==> src/rtl/led_scanner_if.sv <==
// led_scanner_if: control/status bundle between an LED scanner and whatever
// drives it (board logic or a testbench).
//   en         - prescaler count enable (master -> scanner)
//   mode       - 00 bounce, 01 rotate-left, 10 rotate-right, 11 freeze
//   div        - step period minus one, in enabled clocks
//   dwell      - extra step periods spent at each bounce edge
//   led        - registered LED pattern (scanner -> master)
//   dir        - registered direction, 1 = toward MSB
//   edge_pulse - one-cycle pulse after each bounce reversal
interface led_scanner_if #(
  parameter int WIDTH = 8,
  parameter int DIV_W = 24
) ();
  logic             en;
  logic [1:0]       mode;
  logic [DIV_W-1:0] div;
  logic [3:0]       dwell;
  logic [WIDTH-1:0] led;
  logic             dir;
  logic             edge_pulse;

  modport master (
    output en, mode, div, dwell,
    input  led, dir, edge_pulse
  );

  modport slave (
    input  en, mode, div, dwell,
    output led, dir, edge_pulse
  );
endinterface

==> src/rtl/led_scanner.sv <==
// led_scanner: moves a lit bar of BAR adjacent LEDs across a WIDTH-bit LED
// bank in bounce, rotate-left, rotate-right or freeze mode. A programmable
// prescaler sets the step rate; bounce mode can dwell at each edge.
// Ports:
//   clk   - single clock, all state changes on its rising edge
//   rst_n - synchronous active-low reset
//   bus   - led_scanner_if.slave: en/mode/div/dwell in, led/dir/edge_pulse out
module led_scanner #(
  parameter int WIDTH = 8,
  parameter int BAR   = 1,
  parameter int DIV_W = 24
) (
  input  logic          clk,
  input  logic          rst_n,
  led_scanner_if.slave  bus
);

  localparam int POS_W = (WIDTH > 2) ? $clog2(WIDTH) : 1;

  localparam logic [POS_W-1:0] POS_ZERO = POS_W'(0);
  localparam logic [POS_W-1:0] POS_ONE  = POS_W'(1);
  localparam logic [POS_W-1:0] POS_MAX  = POS_W'(WIDTH - BAR);
  localparam logic [POS_W-1:0] POS_LAST = POS_W'(WIDTH - 1);
  localparam logic [DIV_W-1:0] CNT_ONE  = DIV_W'(1);

  localparam logic [1:0] MODE_BOUNCE = 2'b00;
  localparam logic [1:0] MODE_ROT_L  = 2'b01;
  localparam logic [1:0] MODE_ROT_R  = 2'b10;
  localparam logic [1:0] MODE_FREEZE = 2'b11;

  // Bit i lit iff (i - p) mod WIDTH < BAR; wraps across MSB/LSB.
  function automatic logic [WIDTH-1:0] bar_mask(input logic [POS_W-1:0] p);
    logic [WIDTH-1:0] m;
    int               d;
    m = '0;
    for (int i = 0; i < WIDTH; i++) begin
      if (i >= int'(p)) begin
        d = i - int'(p);
      end else begin
        d = i + WIDTH - int'(p);
      end
      m[i] = (d < BAR);
    end
    return m;
  endfunction

  // Modular +1/-1 so non-power-of-two widths wrap correctly.
  function automatic logic [POS_W-1:0] pos_inc(input logic [POS_W-1:0] p);
    return (p == POS_LAST) ? POS_ZERO : p + POS_ONE;
  endfunction

  function automatic logic [POS_W-1:0] pos_dec(input logic [POS_W-1:0] p);
    return (p == POS_ZERO) ? POS_LAST : p - POS_ONE;
  endfunction

  logic [DIV_W-1:0] cnt_q, cnt_d;
  logic [POS_W-1:0] pos_q, pos_d;
  logic             dir_q, dir_d;
  logic [3:0]       dwell_cnt_q, dwell_cnt_d;
  logic             edge_q, edge_d;
  logic [WIDTH-1:0] led_q;
  logic             tick_s;

  // Prescaler and next-state position/direction/dwell logic.
  always_comb begin
    // >= rather than == so lowering div below cnt ticks immediately
    tick_s      = bus.en && (cnt_q >= bus.div);
    cnt_d       = cnt_q;
    pos_d       = pos_q;
    dir_d       = dir_q;
    dwell_cnt_d = dwell_cnt_q;
    edge_d      = 1'b0;

    if (tick_s) begin
      cnt_d = '0;
    end else if (bus.en) begin
      cnt_d = cnt_q + CNT_ONE;
    end else begin
      cnt_d = cnt_q;
    end

    if (tick_s) begin
      case (bus.mode)
        MODE_FREEZE: begin
          dwell_cnt_d = 4'd0;
        end
        MODE_ROT_L: begin
          dir_d       = 1'b1;
          pos_d       = pos_inc(pos_q);
          dwell_cnt_d = 4'd0;
        end
        MODE_ROT_R: begin
          dir_d       = 1'b0;
          pos_d       = pos_dec(pos_q);
          dwell_cnt_d = 4'd0;
        end
        MODE_BOUNCE: begin
          if (pos_q > POS_MAX) begin
            // Bar was left wrapped by a rotate: snap to the top edge quietly.
            pos_d       = POS_MAX;
            dir_d       = 1'b0;
            dwell_cnt_d = 4'd0;
          end else if (dwell_cnt_q != 4'd0) begin
            dwell_cnt_d = dwell_cnt_q - 4'd1;
          end else if (dir_q && (pos_q == POS_MAX)) begin
            dir_d  = 1'b0;
            edge_d = 1'b1;
            if (bus.dwell == 4'd0) begin
              pos_d = pos_q - POS_ONE;
            end else begin
              // This tick already counts as one of the dwell periods.
              dwell_cnt_d = bus.dwell - 4'd1;
            end
          end else if (!dir_q && (pos_q == POS_ZERO)) begin
            dir_d  = 1'b1;
            edge_d = 1'b1;
            if (bus.dwell == 4'd0) begin
              pos_d = pos_q + POS_ONE;
            end else begin
              dwell_cnt_d = bus.dwell - 4'd1;
            end
          end else if (dir_q) begin
            pos_d = pos_q + POS_ONE;
          end else begin
            pos_d = pos_q - POS_ONE;
          end
        end
        default: begin
          dwell_cnt_d = 4'd0;
        end
      endcase
    end else begin
      edge_d = 1'b0;
    end
  end

  // State and output registers; led is built from next-state pos so it
  // always matches the current pos with no extra latency.
  always_ff @(posedge clk) begin
    if (!rst_n) begin
      cnt_q       <= '0;
      pos_q       <= POS_ZERO;
      dir_q       <= 1'b1;
      dwell_cnt_q <= 4'd0;
      edge_q      <= 1'b0;
      led_q       <= bar_mask(POS_ZERO);
    end else begin
      cnt_q       <= cnt_d;
      pos_q       <= pos_d;
      dir_q       <= dir_d;
      dwell_cnt_q <= dwell_cnt_d;
      edge_q      <= edge_d;
      led_q       <= bar_mask(pos_d);
    end
  end

  assign bus.led        = led_q;
  assign bus.dir        = dir_q;
  assign bus.edge_pulse = edge_q;

endmodule

==> src/flat_wrapper.sv <==
// flat-port wrapper written by rule: the top's interface ports become plain ports
module led_scanner_flat 
#(
  parameter int WIDTH = 8,
  parameter int BAR   = 1,
  parameter int DIV_W = 24
)
  (clk, rst_n, bus_en, bus_mode, bus_div, bus_dwell, bus_led, bus_dir, bus_edge_pulse);
  led_scanner_if #(.WIDTH(WIDTH), .DIV_W(DIV_W)) bus_i ();
  input  logic clk;
  input  logic rst_n;
  input wire logic [$bits(bus_i.en)-1:0] bus_en;
  input wire logic [$bits(bus_i.mode)-1:0] bus_mode;
  input wire logic [$bits(bus_i.div)-1:0] bus_div;
  input wire logic [$bits(bus_i.dwell)-1:0] bus_dwell;
  output wire logic [$bits(bus_i.led)-1:0] bus_led;
  output wire logic [$bits(bus_i.dir)-1:0] bus_dir;
  output wire logic [$bits(bus_i.edge_pulse)-1:0] bus_edge_pulse;
  assign bus_i.en = bus_en;
  assign bus_i.mode = bus_mode;
  assign bus_i.div = bus_div;
  assign bus_i.dwell = bus_dwell;
  assign bus_led = bus_i.led;
  assign bus_dir = bus_i.dir;
  assign bus_edge_pulse = bus_i.edge_pulse;
  led_scanner #(.WIDTH(WIDTH), .BAR(BAR), .DIV_W(DIV_W)) u_core (.clk(clk), .rst_n(rst_n), .bus(bus_i));
endmodule
==> config.mk <==
export PLATFORM = sky130hd
export DESIGN_NAME = led_scanner_flat
export DESIGN_NICKNAME = d
export VERILOG_FILES = /design/src/rtl/led_scanner_if.sv /design/src/rtl/led_scanner.sv /design/src/flat_wrapper.sv
export SDC_FILE = /design/constraint.sdc
export NUM_CORES = 1
export LEC_CHECK = 0
export ABC_AREA = 1
export BUFFER_PORTS_ARGS = -buffer_cell sky130_fd_sc_hd__buf_2
export CAP_MARGIN = 10
export CORE_MARGIN = 1
export CORE_UTILIZATION = 54
export CTS_BUF_LIST = sky130_fd_sc_hd__clkbuf_8
export DETAILED_ROUTE_END_ITERATION = 16
export HOLD_SLACK_MARGIN = 0.02
export PLACE_DENSITY = 0.84
export SETUP_SLACK_MARGIN = 0.2
export SLEW_MARGIN = 10
export SYNTH_ARGS = -nofsm -noshare
export SYNTH_HDL_FRONTEND = slang
export SYNTH_SLANG_ARGS = --single-unit
==> constraint.sdc <==
create_clock -name clk -period 2.65 [get_ports clk]
set_input_delay 0 -clock clk [delete_from_list [all_inputs] [get_ports clk]]
set_output_delay 0 -clock clk [all_outputs]
set_load 0.05 [all_outputs]
==> impl_results.md <==
- Outcome: finished, violations left
- Violated checks: setup timing
- Post-synth EDFFs: 0
- Die height: between 70 and 80 um
- Total GRT Usage: between 20% and 30%
- Routed wl met2: ~4100 um
- Synth cell types: 37
- Initial cell density of the core: ~57%
- Wire length on met3: 408 um
- Critical Path AT: roughly 3.1 ns
- Part of the Yosys area used for sequential elements: around 26%
- Maxcap violations: 0
- Maximum fanout along the worst path: 4
- CP endpoint kind: flip-flop
- Clock skew: about 0.0069 ns
- Cts bufs inserted: 5
- Sink Count: 41
- Worst Hold Class: input port to flip-flop
- Pwr Density: about 280 nW/um2
- VDD IR max: 0.362 mV
- Final #Nets: 630
- Final critical-path share of the clock period: 108%
- Crit Path Category: flip-flop to flip-flop
- Relative slew slack: just over 70%
- Mapped Area: 3180 um2
- IO Port Bufs: 42
- Slowest cell on crit path: dfxtp_4
- I/O Pins: 43
- Latest clock arrival within the worst-skew pair: a little over 0.3 ns
- Synth Net Count: between 500 and 600
- Root buffer cell: clkbuf_8
- Drt total wl: between 8000 and 9000 um
- Worst hold margin: around 0.036 ns
- DR vias/cell: 5.22
- CTS H-tree depth: 2
- Worst setup SP type: flip-flop
- Cell taking the most area after synthesis: dfxtp_1
- Net Sw Frac: between 20% and 30%
- Area of the multi-input gates: roughly 2400 um2
- Crit-path cells: ha_4 -> a21o_1 -> nor2_1 -> nand2_1 -> nand2_1 -> nand4_1 -> nand2_2 -> inv_2 -> nand2_2 -> nand2_4 -> nor2_4 -> inv_2 -> ha_4 -> o21bai_1 -> ha_1 -> inv_1 -> nor2_1 -> nand3_1 -> a21oi_2
- Area post-placement: between 4000 and 5000 um2
- Final hold violation count: 0
- Yosys reg bits: between 40 and 50
- Initial DRC Count: roughly 200
- DRC viols: 0
- Yosys top cell area share: between 20% and 30%
- Clock slew at reported path FFs: approximately 0.080 ns
- Fmax: between 0.3 and 0.4 GHz
- Dominant synthesized flop cell: dfxtp_1
- Antenna violations before repair: 0
- Proportion of layout cells with a drive suffix above 1: approximately a third
- Post-DP HPWL: about 6000 um
- Net Switching: about 0.00032 W
- RSZ-0062 raised after global routing: yes
- Cell with the most instances after synthesis: nand2_1
- Fin cells: 624
- Yosys warns: 0
- Gate power share: between 10% and 20%
- Drt wl/cell: 13.0 um
- Mapped Cells: around 460
- Final worst setup slack: -0.216 ns
- Die ar.: between 6000 and 7000 um2
- Setup TNS: -0.521 ns
- Pre-CTS setup slack: -0.173 ns
- DR top layer: met4
- Drt first pass iters: 6
- Vias in the first global route: around 3200
- Final GP Congestion: 0.918
- DP Cell Count: about 600
- Async SR Flop Fraction: 0%
- Syn avg cell area: 6.87 um2
- Fillers: 411
- CP peak stage delay: 0.36 ns
- TritonCTS clock tree: yes
- First-pass GRT wire length: approximately 13000 um
- Synth cell count leaders: nand2_1, inv_1, nor2_1
- Synth area leaders: dfxtp_1, ha_1, nand2_1
- Reg power frac: about half
- Largest net degree at the start of global routing: 25
- Clk pwr share: between 30% and 40%
- Setup violations, final: 4
- Row cnt: 27
- Internal power: 0.000881 W
- Worst Max-Slew Pin Slew: roughly 0.42 ns
- Vias: between 3000 and 4000
- Crit path time final: 2.87 ns
- Syn-to-layout area delta: 36.0%
- Final Cell Area: 4320 um2
- Max-slew violations: 0
- Antenna viol nets, final: 0
- Die extent in x: around 79 um
- Seq. cell area: ~860 um2
- Number of diodes: 0
- Placeable core area: ~5600 um2
- Worst path required time: a little under 3 ns
- Total grt overflow: 0
- Deepest clock path buffer count: 2
- M1 WL: 3360 um
- Cell leakage power: approximately 2.1 nW
- R2R Setup Slk: -0.22 ns
==> kinds of logic after synthesis <==
| logic type | Yosys count | synth area share, % |
|---|---|---|
| AO/OA/AOI/OAI | 51 | 8.82 |
| XOR/XNOR | 16 | 4.41 |
| adder cells (fa/ha/maj) | 45 | 17.7 |
| buffers and inverters | 92 | 11.2 |
| flip-flops | 41 | 25.8 |
| multiplexers | 1 | 0.315 |
| AND/OR/NAND/NOR | 217 | 31.7 |
==> layer usage <==
metal,vias up,track usage (%)
met2,91,48.3
met1,1512,30.1
met5,-,0
li1,1633,-
met4,0,11.7
met3,21,6.32
==> worst paths after layout <==
check                        start               endpoint  depth (start not counted)
max reg2reg       u_core.cnt_q[15]      u_core.bus.led[2]                         19
min                          rst_n      u_core.bus.led[3]                          3
max               u_core.cnt_q[15]      u_core.bus.led[2]                         19
min reg2reg  u_core.dwell_cnt_q[0]  u_core.dwell_cnt_q[0]                          2
==> worst max-delay path, delay by kind of cell (launching register included) <==
kind,cells,cell delay [ns]
buffers and inverters,3,0.16
AND/OR/NAND/NOR,10,1.15
AO/OA/AOI/OAI,3,0.45
flip-flops,1,0.36
adder cells (fa/ha/maj),3,0.66
==> timing repair <==
item	in CTS	in global routing
buffers inserted	6	4
hold buffers	1	0
pin swaps	9	16
hold endpoints to repair	1	0
gates resized for setup	21	18
endpoints found under the setup margin	5	7
==> power groups by stage <==
stage,sequential (W),combinational (W),clock (W)
3_5_place_dp,0.000631,0.000137,0
6_report,0.000616,0.000150,0.000434
2_1_floorplan,0.000632,0.0000866,0
5_1_grt,0.000616,0.000172,0.000458
4_1_cts,0.000616,0.000142,0.000434
3_3_place_gp,0.000631,0.000129,0
==> sequential cells by signal (all words and copies together), names as in the netlist <==
name,flops
u_core.bus.dir,1
u_core.cnt_q,24
u_core.dwell_cnt_q,4
u_core.bus.edge_pulse,1
u_core.bus.led,8
u_core.pos_q,3
==> stage by stage <==
| step | util [%] | total power, W |
|---|---|---|
| 2_1_floorplan | - | 0.000719 |
| 3_3_place_gp | 72.1 | 0.000760 |
| 3_5_place_dp | 72.1 | 0.000769 |
| 4_1_cts | 75.8 | 0.00119 |
| 5_1_grt | 77.6 | 0.00125 |
| 6_report | 77.6 | 0.00120 |
==> cell type report <==
type / instances / area share [%]
Clock inverter: 1 / 0.0868
Tap cell: 72 / 2.08
Clock buffer: 6 / 1.91
Timing Repair Buffer: 87 / 12.9
Sequential cell: 41 / 20.0
Multi-Input combinational cell: 330 / 55.4
Inverter: 87 / 7.61
==> cells in the final DEF (no fill, tap or decap), drive strengths merged <==
cell type | synthesis | final
a21o | 2 | 2
a21oi | 29 | 29
buf | 2 | 86
clkbuf | 3 | 6
dfxtp | 41 | 41
dlygate4sd3 | 0 | 1
ha | 45 | 45
inv | 87 | 88
mux2i | 1 | 1
nand2 | 109 | 109
nand3 | 21 | 21
nand3b | 2 | 2
nand4 | 5 | 5
nor2 | 62 | 62
nor3 | 6 | 6
nor3b | 4 | 4
nor4 | 4 | 4
o211ai | 1 | 1
o21ai | 16 | 16
o21bai | 2 | 2
o22ai | 1 | 1
or2 | 4 | 4
xnor2 | 9 | 9
xor2 | 7 | 7
Power figures use the tool's default switching activity.
